<file path="config.mk">
export PLATFORM = sky130hd
export DESIGN_NAME = eth_rmii_tx
export DESIGN_NICKNAME = d
export VERILOG_FILES = /design/src/rtl/eth_rmii_tx.sv
export SDC_FILE = /design/constraint.sdc
export NUM_CORES = 1
export LEC_CHECK = 0
export ABC_AREA = 1
export CAP_MARGIN = 20
export CELL_PAD_IN_SITES_DETAIL_PLACEMENT = 1
export CELL_PAD_IN_SITES_GLOBAL_PLACEMENT = 2
export CORE_UTILIZATION = 36
export CTS_CLUSTER_DIAMETER = 80
export DETAILED_ROUTE_END_ITERATION = 16
export GPL_TIMING_DRIVEN = 0
export PLACE_DENSITY_LB_ADDON = 0.1
export SETUP_SLACK_MARGIN = 0.2
export SLEW_MARGIN = 25
export SYNTH_ARGS = -nofsm -noshare
export SYNTH_HDL_FRONTEND = slang
export SYNTH_SLANG_ARGS = --single-unit
</file>
<file path="constraint.sdc">
create_clock -name clk50 -period 4.1 [get_ports clk50]
set_clock_uncertainty 0.2 [all_clocks]
set_input_delay 0.82 -clock clk50 [delete_from_list [all_inputs] [get_ports clk50]]
set_output_delay 0.82 -clock clk50 [all_outputs]
set_load 0.01 [all_outputs]
</file>
<file path="src/rtl/eth_rmii_tx.sv">
// RMII transmit framer: preamble/SFD, payload di-bits LSB pair first, then inter-packet gap.
// Define ETH_TX_CRC_EN to enable padding to MIN_LEN and the CRC-32 FCS append.
module eth_rmii_tx #(
  parameter int IPG_CYCLES = 48,
  parameter int MIN_LEN    = 60
) (
  input  logic       clk50,
  input  logic       rstn,
  input  logic [7:0] data,
  input  logic       valid,
  input  logic       last,
  output logic       ready,
  output logic       tx0,
  output logic       tx1,
  output logic       txen,
  output logic       busy,
  output logic       err
);

  localparam logic [2:0] IDLE = 3'd0;
  localparam logic [2:0] PRE  = 3'd1;
  localparam logic [2:0] DATA = 3'd2;
  localparam logic [2:0] PAD  = 3'd3;
  localparam logic [2:0] FCS  = 3'd4;
  localparam logic [2:0] IPG  = 3'd5;

  localparam logic [15:0] IPG_LAST = 16'(IPG_CYCLES - 1);

  if (IPG_CYCLES < 48 || MIN_LEN < 0 || MIN_LEN > 2047) begin : g_param_check
    $error("eth_rmii_tx: IPG_CYCLES must be >= 48 and MIN_LEN within 0..2047");
  end

  logic [2:0]  state;
  logic [1:0]  phase;
  logic [15:0] cnt;
  logic [31:0] sh;
  logic        last_seen;
  logic        start;
  logic        take;
  logic        underrun;

`ifdef ETH_TX_CRC_EN
  localparam logic [10:0] MIN_LEN_B = 11'(MIN_LEN);

  logic [31:0] crc;
  logic [10:0] byte_cnt;

  function automatic logic [31:0] crc_step(input logic [31:0] c, input logic [1:0] d);
    logic [31:0] r;
    r = c;
    for (int i = 0; i < 2; i++) begin
      r = (r[0] ^ d[i]) ? ((r >> 1) ^ 32'hEDB88320) : (r >> 1);
    end
    return r;
  endfunction
`endif

  // ready is only ever high on the last di-bit of a byte, so it doubles as the handshake slot
  assign take     = ready && valid;
  assign underrun = ready && !valid;
  assign start    = valid && ((state == IDLE) || (state == IPG && cnt == IPG_LAST));

  always_ff @(posedge clk50 or negedge rstn) begin
    if (!rstn) begin
      state     <= IDLE;
      phase     <= 2'd0;
      cnt       <= 16'd0;
      sh        <= 32'd0;
      last_seen <= 1'b0;
      ready     <= 1'b0;
      tx0       <= 1'b0;
      tx1       <= 1'b0;
      txen      <= 1'b0;
      busy      <= 1'b0;
      err       <= 1'b0;
`ifdef ETH_TX_CRC_EN
      crc       <= 32'd0;
      byte_cnt  <= 11'd0;
`endif
    end else begin
      ready <= 1'b0;
      err   <= 1'b0;
      if (take) begin
        state      <= DATA;
        {tx1, tx0} <= data[1:0];
        sh         <= {26'd0, data[7:2]};
        phase      <= 2'd0;
        last_seen  <= last;
`ifdef ETH_TX_CRC_EN
        crc        <= crc_step(crc, data[1:0]);
        if (byte_cnt != 11'h7FF) byte_cnt <= byte_cnt + 11'd1;
`endif
      end else if (underrun) begin
        state      <= IPG;
        txen       <= 1'b0;
        {tx1, tx0} <= 2'b00;
        err        <= 1'b1;
        cnt        <= 16'd0;
      end else begin
        case (state)
          PRE: begin
            cnt <= cnt + 16'd1;
            if (cnt == 16'd30) begin
              {tx1, tx0} <= 2'b11;
              ready      <= 1'b1;
            end else begin
              {tx1, tx0} <= 2'b01;
            end
          end
          DATA, PAD: begin
            if (phase != 2'd3) begin
              {tx1, tx0} <= sh[1:0];
              sh         <= sh >> 2;
              phase      <= phase + 2'd1;
`ifdef ETH_TX_CRC_EN
              crc        <= crc_step(crc, sh[1:0]);
`endif
              if (state == DATA && phase == 2'd2 && !last_seen) ready <= 1'b1;
            end else begin
`ifdef ETH_TX_CRC_EN
              if (byte_cnt < MIN_LEN_B) begin
                state      <= PAD;
                {tx1, tx0} <= 2'b00;
                sh         <= 32'd0;
                phase      <= 2'd0;
                crc        <= crc_step(crc, 2'b00);
                if (byte_cnt != 11'h7FF) byte_cnt <= byte_cnt + 11'd1;
              end else begin
                state      <= FCS;
                {tx1, tx0} <= ~crc[1:0];
                sh         <= {2'b00, ~crc[31:2]};
                cnt        <= 16'd0;
              end
`else
              state      <= IPG;
              txen       <= 1'b0;
              {tx1, tx0} <= 2'b00;
              cnt        <= 16'd0;
`endif
            end
          end
          FCS: begin
            if (cnt == 16'd15) begin
              state      <= IPG;
              txen       <= 1'b0;
              {tx1, tx0} <= 2'b00;
              cnt        <= 16'd0;
            end else begin
              {tx1, tx0} <= sh[1:0];
              sh         <= sh >> 2;
              cnt        <= cnt + 16'd1;
            end
          end
          IPG: begin
            if (cnt == IPG_LAST) begin
              state <= IDLE;
              busy  <= 1'b0;
            end else begin
              cnt <= cnt + 16'd1;
            end
          end
          IDLE: ;
          default: state <= IDLE;
        endcase
      end
      // a waiting source launches straight from the final gap clock so the gap stays exact
      if (start) begin
        state      <= PRE;
        txen       <= 1'b1;
        busy       <= 1'b1;
        {tx1, tx0} <= 2'b01;
        cnt        <= 16'd0;
        last_seen  <= 1'b0;
`ifdef ETH_TX_CRC_EN
        crc        <= 32'hFFFFFFFF;
        byte_cnt   <= 11'd0;
`endif
      end
    end
  end

endmodule

</file>
Word-level counts from Yosys, hierarchy flattened
Cells that the tools add are included.

word-level totals
  flip-flop bits (word level) = 60
  bits of input ports = 12
  output and inout port bits = 6
  word-level logic and storage cells = 118

cells by class
  add/subtract/negate cells = 2
  equality and inequality tests = 22
  mux-type cells = 56
  reduce and logical (&&, ||, !) cells = 27

operators with widths
  operator                 count
  $mux W32                 4
  $mux W16                 6
  $pmux W16 S4             1
  $pmux W32 S2             1
  $mux W1                  29
  $reduce_and A4 Y1        5
  $mux W3                  6
  $add A16 B1 Y16 const B  1
  $eq A16 B4 Y1 const B    1
  $eq A16 B5 Y1 const B    1
  $eq A16 B6 Y1 const B    1
  $ne A4 B4 Y1 const B     3
  $pmux W3 S4              1
  $reduce_bool A6 Y1       2
  $ne A5 B5 Y1 const B     2
  $reduce_bool A2 Y1       5
  $mux W2                  4
  $ne A2 B2 Y1 const B     4
  $eq A3 B2 Y1 const B     2
  $eq A3 B3 Y1 const B     2
  $logic_and A1 B1 Y1      6
  $ne A3 B3 Y1 const B     2
  $pmux W1 S3              2
  $ne A5 B4 Y1 const B     1
  12 further kinds         15

Longest topological paths before layout
  depth in word-level cells = 8
  mapped depth = 12

Worst setup path before layout
OpenSTA, ideal clock, no wires.

  kind = reg-to-reg
  start = register cnt[0]
  end = register cnt[7]
  library setup time = 0.117 ns
  arrival = 1.568 ns
  data required time = 3.783 ns
  path slack = 2.215 ns
  cell stages (with the launch flop) = 11
  clock period less this slack = 1.885 ns
  cell sequence = dfrtp_1 > ha_1 > nand3_4 > nor2_4 > nand3_4 > nand2_4 > nand2_4 > buf_6 > buf_6 > nand4_1 > nand2_1

on the way
  longest elaborated chain between the ends = 6
  elaborated cells between the ends (all ways) = 17
  classes of those cells = add/sub (1); eq/ne (5); mux (6); reduce/logical (5)

ends and longest elaborated chain
  element                                                    RTL line       source
  from (decl)                                                35             logic [15:0] cnt;
  from (signal assigned)                                     102            cnt <= cnt + 16'd1;
  from (signal assigned)                                     151            cnt <= cnt + 16'd1;
  from (signal assigned)                                     159            cnt <= cnt + 16'd1;
  $add A16 B1 Y16 (tied with other cells)                    102, 151, 159
  $mux W16 (tied with other cells)                           155            if (cnt == IPG_LAST) begin
  $pmux W16 S4 / $logic_or A1 B1 Y1 (equally long branches)  100, 61
  $mux W16 / $logic_and A1 B1 Y1 (equally long branches)     93, 61
  $mux W16 (tied with other cells)                           83             if (take) begin
  $mux W16 / $reduce_and A4 Y1 (equally long branches)       -

Several ways; a longest one is shown, not always the timed one. The select of a mux whose other input is x is not followed.
A chain may end at the register's enable or synchronous reset.

Final worst setup path
  start = input valid
  end = register txen

on the way
  longest elaborated chain between the ends = 5
  elaborated cells between the ends (all ways) = 12
  classes of those cells = eq/ne (3); mux (3); reduce/logical (6)

ends and longest elaborated chain
  element               RTL line  source
  from (decl)           10        input logic valid,
  $logic_not A1 Y1      60        assign underrun = ready && !valid;
  $logic_and A1 B1 Y1   60
  $mux W1               93        end else if (underrun) begin
  $mux W1               83
  $mux W1               167       if (start) begin
  to (signal assigned)  73        txen <= 1'b0;
  to (signal assigned)  95        txen <= 1'b0;
  to (signal assigned)  169       txen <= 1'b1;
  to (decl)             15        output logic txen,

Several ways; a longest one is shown, not always the timed one. The select of a mux whose other input is x is not followed.

==> results.py <==
metrics = {
    "sta": {
        "relSlewSlack_pct": 60.9,
        "grt_setup_unrepaired": "no",
        "post-route-worst-setup-slack_ns": 1.59,
        "maxSlewViolCount": 0,
        "finalHoldViolCount": 0,
        "finalCritPeriodShare_pct": 61.3,
        "finalSetupViolations": 0,
        "fmax_mhz": 398,
        "worst_slew_pin_slew_ns": 0.587,
        "tns_ns": 0,
        "period_needed_ns": 2.51,
    },
    "synth": {
        "ys_ff_latch": 34,
        "postSynthCellCount": 347,
        "syn-num-nets": 363,
        "avgSynthCellArea_sq_um": 6.93,
        "yosys_warnings": 0,
        "ys_seq_area_share_pct": 35.4,
        "syn_area_sq_um": 2400,
        "synthDistinctLibCells": 30,
    },
    "floorplan": {
        "core_area_sq_um": 6390,
        "rows": 29,
        "die_h_um": 83.7,
        "pin_count": 18,
        "die_area_sq_um": 7010,
        "die-width_um": 83.7,
        "start_util_pct": 37.6,
    },
    "setup_path": {
        "end_kind": "register",
        "path_class": "in2reg",
        "rrSetupSlack_ns": 1.88,
        "crit_fanout": 10,
        "r2r_start": "cnt[0]",
        "cp.arrival_ns": 2.50,
        "required_ns": 4.08,
        "reg2reg_to": "state[0]",
        "startpoint_type": "primary input",
        "worst_r2r_path_depth": 10,
    },
    "grt": {
        "grtUsageMet2_pct": 38.9,
        "grt_pass1_wl_um": 12200,
        "grt_pass1_vias": 2424,
        "grtUsageMet1_pct": 27.6,
        "antenna_found_initial": 0,
        "use_met3_pct": 3.07,
        "overflow": 0,
        "busiest_layer": "met2",
        "track_usage_pct": 22.1,
        "grt_max_degree": 19,
    },
    "layout": {
        "seq_area_sq_um": 851,
        "layout-drive-gt1-share_pct": 10.5,
        "syn_to_final_growth_pct": 16.8,
        "antenna_cells": 0,
        "multiInputGateArea_sq_um": 1300,
        "fillers": 828,
        "fin_nets": 388,
    },
    "clocking": {
        "cts.reportedPaths.clkPinSlew_ns": 0.08,
        "cts_buffers": 5,
        "cts_root_buf": "clkbuf_8",
        "cts_resized": 0,
        "htreeDepth": 2,
        "cts_setup_buffers": 0,
        "clock_path_buffers": 2,
        "cts_tree": "built",
        "hold_buffers": 0,
        "clock_latency_ns": 0.29,
        "cts_sinks": 34,
    },
    "place": {
        "gp_congestion": 0.796,
        "pre_cts_ws_ns": 1.27,
        "dp_hpwl_um": 5420,
        "port_buffers": 17,
    },
    "detailed_routing": {
        "vias": 2341,
        "viasPerCell": 5.20,
        "ant_nets": 0,
        "wl_per_cell_um": 15.8,
        "drt-total-wl_um": 7130,
        "drt_iter0_drc": 83,
        "first_pass_iters": 4,
        "drc_errors": 0,
    },
    "run_status": {
        "status": "complete, no violations",
    },
    "pwr": {
        "total_leakage_power_nw": 1.39,
        "power_mw": 1.53,
        "ir_drop_v": 0.000219,
        "cellPowerDensity_nw_per_um2": 545,
    },
    "min_path": {
        "min_path_type": "in2async",
    },
    "run": {
        "maxCapViolations": 0,
    },
}
## worst max-delay path: stages
cell and delay, ns:
clkdlybuf4s50_1 0.51, nor2_2 0.39, inv_2 0.19, buf_1 0.32, o211ai_1 0.19, nand2_1 0.07
## power by group
part	internal [mW]	switching, mW	total (mW)
Clock	0.181	0.144	0.325
Sequential	0.401	0.0544	0.456
Combinational	0.256	0.494	0.750
Total	0.838	0.693	1.53
## cell families (layout without fill, tap and decap cells)
family | count (synthesis) | count (layout) | synth area share, %
simple gates | 209 | 209 | 40.2
buf+inv | 55 | 81 | 10.4
compound gates | 40 | 40 | 10.1
flops | 34 | 34 | 35.4
xor+xnor | 5 | 5 | 1.82
fa+ha+maj | 4 | 4 | 2.08
## stage by stage
stage	cell area, sq um	cells	hold WS (ns)	utilization [%]
floorplan	2400	347	0.276	-
global placement	2670	441	0.287	41.8
detailed placement	2690	442	0.288	42.2
CTS	2810	450	0.284	43.9
global route	2810	450	0.305	43.9
finish	2810	450	0.270	43.9
## cell usage in the layout, fill, tap and decap left out, drive strengths merged
cell type      count
nand2            115
nor2              44
inv               42
dfrtp             34
nand3             26
nand4             24
a21oi             18
clkdlybuf4s50     16
buf               11
o21ai              9
clkbuf             9
o211ai             6
ha                 4
xor2               3
o21bai             3
a211oi             2
xnor2              2
clkinvlp           2
a31oi              1
o21a               1
bufinv             1
## flip-flops by register name (all words and copies together), names as in the netlist
signal and count:
phase 2, cnt 16, err 1, sh 6, last_seen 1, tx1 1, state 3, tx0 1
busy 1, txen 1, ready 1
## synthesized netlist by cell type
| library cell | number | area [sq um] |
|---|---|---|
| xor2_1 | 3 | 26.3 |
| a31oi_1 | 1 | 6.26 |
| inv_2 | 5 | 18.8 |
| nand4_1 | 24 | 150 |
| dfrtp_1 | 34 | 851 |
| a21oi_1 | 17 | 85.1 |
| o21ai_0 | 9 | 45.0 |
| inv_1 | 36 | 135 |
| nand3_4 | 3 | 52.6 |
| nor2_1 | 39 | 146 |
| xnor2_1 | 2 | 17.5 |
| buf_1 | 1 | 3.75 |
| buf_4 | 2 | 15.0 |
| nand2_1 | 111 | 417 |
| nand2_2 | 2 | 12.5 |
| o211ai_1 | 6 | 45.0 |
| o21bai_1 | 3 | 22.5 |
| o21a_1 | 1 | 7.51 |
| a211oi_1 | 2 | 15.0 |
| nor2_2 | 3 | 18.8 |
| buf_2 | 2 | 10.0 |
| nand3_2 | 2 | 20.0 |
| nor2_4 | 2 | 22.5 |
| inv_4 | 1 | 6.26 |
| a21oi_4 | 1 | 16.3 |
| clkbuf_1 | 4 | 15.0 |
| buf_6 | 4 | 45.0 |
| ha_1 | 4 | 50.1 |
| nand3_1 | 21 | 105 |
| nand2_4 | 2 | 22.5 |
## how the worst max path moves through the flow
| stage | endpoint | from | slack, ns |
|---|---|---|---|
| finish | txen | valid | 1.59 |
| detailed placement | txen | valid | 1.27 |
| CTS | txen | valid | 1.56 |
| floorplan | cnt[7] | cnt[0] | 2.21 |
| global placement | err | rstn | 1.10 |
| global route | cnt[11] | valid | 1.50 |
## area by class of cell
cell class / count / share of cell area, %
Buffer: 13 / 3.17
Clock inverter: 3 / 1.60
Clock buffer: 5 / 2.45
Tap cell: 77 / 3.43
Timing Repair Buffer: 18 / 6.87
Inverter: 42 / 5.71
Sequential cell: 34 / 30.3
Multi-Input combinational cell: 258 / 46.5
## routing by layer
layer / wire, um / vias to the layer above
met1: 3260 / 1123
met5: 0 / -
met2: 3500 / 36
met3: 204 / 11
li1: - / 1171
met4: 169 / 0
Power figures use the tool's default switching activity.
==> edit (same settings) <==
Build with the macro `ETH_TX_CRC_EN` defined.
--- a/src/rtl/eth_rmii_tx.sv
+++ b/src/rtl/eth_rmii_tx.sv
@@ -1,5 +1,7 @@
 // RMII transmit framer: preamble/SFD, payload di-bits LSB pair first, then inter-packet gap.
 // Define ETH_TX_CRC_EN to enable padding to MIN_LEN and the CRC-32 FCS append.
+`define ETH_TX_CRC_EN
+
 module eth_rmii_tx #(
   parameter int IPG_CYCLES = 48,
   parameter int MIN_LEN    = 60
Function: same outputs for any inputs over 10 cycles, from zero or initial values and one cycle with rstn low; that may be too few to reach the edited logic, so the function may still have changed.
==> edit against the original RTL <==
  * Die area is 140% higher
  * Hold slack got worse by 0.074 ns
  * Count of clock-buffer cells in the layout rose by 5
  * Area after synthesis grew 150%
  * Sequential cell count grew 67
  * Total power grew to 2.8 times the old value
  * Setup slack lost 0.21 ns
  * Via count up 130%
  * Register-to-register slack got worse by 0.14 ns
  * Wire length rose to 2.6 times the old value
  * Cell area rose by 140%
  * Highest routed layer unchanged
==> edit: results (changes against the original RTL) <==
* Status: completed (unchanged)
* Relative slew slack at 0.5936 (was 0.6088)
* P_leak at 3.046 nW (was 1.385 nW)
* CTS Buf Count at 9 (was 5)
* First-pass GRT wire length at 30.50 mm (was 12.21 mm)
* Sequential area share after synthesis at 0.4239 (was 0.3540)
* Post-placement cell area at 6431 um2 (was 2693 um2)
* Detailed Place HPWL at 13.25 mm (was 5.418 mm)
* GPL Wtd Cong at 0.8310 (was 0.7962)
* CTS resizes at 0 (unchanged)
* Post-Synth XOR/XNOR Area at 0.04554 (was 0.01822)
* Worst R2R Setup Slack at 1.74 ns (was 1.88 ns)
* Post-CTS Setup Inserts at 0 (unchanged)
* Async set-or-reset flop fraction in the synthesized netlist at 1.000 (unchanged)
* Hold Crit Class: in -> async (unchanged)
* Clock transition at the registers of the reported paths at 0.07 ns
* Max VDD drop at 321.1 uV (was 218.5 uV)
* Final WL at 18.22 mm (was 7.132 mm)
* R2R Path End: crc[17] (was state[0])
* Initial DRT Pass Iterations at 4 (unchanged)
* CP max-delay cell: clkdlybuf4s50_1 (unchanged)
* Initial DRC Count at 208 (was 83)
* Biggest regs: crc (32), sh (30), cnt (16) (was cnt (16), sh (6), state (3))
* Adder-cell share of the synthesized area at 0.01049 (was 0.02082)
* Largest net degree at the start of global routing at 57 (was 19)
* Post-synthesis mux area share at 0 (unchanged)
* Unique cell type count in the Yosys netlist at 38 (was 30)
* Fin nets at 819 (was 388)
* Crit Reg-Reg Startpoint: cnt[1] (was cnt[0])
* Share of cells above drive strength 1 at 0.1092 (was 0.1046)
* Worst Reg2Reg Path Length in Cells at 8 (was 10)
* Initial antenna violation count at 0 (unchanged)
* Slowest Stage Delay on Critical Path at 0.60 ns (was 0.51 ns)
* Syn nets at 790 (was 363)
* Vias in the first global route at 5774 (was 2424)
* Compound-Gate Fraction of Synth Area at 0.1286 (was 0.1010)
* GRT Total Usage at 0.2350 (was 0.2210)
* Vias/cell at 5.181 (was 5.202)
* # diodes at 0 (unchanged)
* Synth warn at 0 (unchanged)
* Critical path fanouts, max at 10 (unchanged)
* # fillers at 1997 (was 828)
* Clk root buf: clkbuf_16 (was clkbuf_8)
* Synth cell count leaders: 192 x nand2_1, 101 x dfrtp_1, 82 x nand3_1 (was 111 x nand2_1, 39 x nor2_1, 36 x inv_1)
* Port bufs at 17 (unchanged)
* Skew-Pair Late Insertion Delay at 0.35 ns (was 0.29 ns)
* Synth area leaders: dfrtp_1 42%, nand2_1 12%, nand3_1 6.9% (was dfrtp_1 35%, nand2_1 17%, nand4_1 6.2%)
* Max clock buf depth at 2 (unchanged)
* Worst Setup SP: valid (unchanged)
* CTS H-tree depth at 3 (was 2)
edit: changes by cell type in the layout (fill, tap and decap cells not counted), sizes merged, moves of 26 or more:
cell   change
inv       +39
nand2     +95
dfrtp     +67
buf       +26
o21ai     +66
nand3     +60
edit: power breakdown:
group / switching, mW / internal, mW / total [mW]
sequential: 0.183 / 1.26 / 1.44
clock: 0.403 / 0.535 / 0.938
combinational: 1.20 / 0.645 / 1.84
total: 1.78 / 2.44 / 4.23
edit: cells by family after synthesis:
group / after synthesis
AO/OA/AOI/OAI: 138
XOR/XNOR: 31
adder cells (fa/ha/maj): 5
buffers and inverters: 118
flip-flops: 101
AND/OR/NAND/NOR: 380
edit: area by class of cell:
class	count	area share
Multi-Input combinational cell	554	0.4260
Sequential cell	101	0.3748
Inverter	81	0.04564
Tap cell	216	0.04007
Buffer	37	0.03766
Clock buffer	10	0.03395
Timing Repair Buffer	18	0.02950
Clock inverter	5	0.01243
edit: how the worst max path moves through the flow:
| stage | end | depth (start not counted) |
|---|---|---|
| final | crc[20] | 11 |
| after global routing | crc[20] | 11 |
| after detailed placement | crc[20] | 11 |
| after floorplan | crc[5] | 10 |
| after CTS | crc[20] | 11 |
| after global placement | crc[20] | 1 |
edit: stage by stage:
| stage | power (mW) | setup WS (ns) | util | hold WS [ns] | cells |
|---|---|---|---|---|---|
| after floorplan | 2.753 | 2.078 | - | 0.2422 | 773 |
| after global placement | 3.251 | -2.234 | 0.4001 | 0.2629 | 1006 |
| after detailed placement | 3.311 | 0.9698 | 0.4019 | 0.2668 | 1007 |
| after CTS | 4.271 | 1.346 | 0.4215 | 0.2120 | 1022 |
| after global routing | 4.536 | 1.208 | 0.4215 | 0.2319 | 1022 |
| final | 4.226 | 1.373 | 0.4215 | 0.1962 | 1022 |
edit: worst max-delay path: cells and delay by family:
kind	cells	cell delay [ns]
buf+inv	3	0.91
simple gates	7	0.92
compound gates	1	0.11
edit: per-layer routing:
| metal | up-vias | global-route usage | wire, um |
|---|---|---|---|
| met3 | 13 | 0.04112 | 379 |
| met4 | 0 | 0.05274 | 249 |
| li1 | 2595 | - | - |
| met2 | 41 | 0.4195 | 9142 |
| met1 | 2646 | 0.2951 | 8449 |
| met5 | - | 0 | 0 |
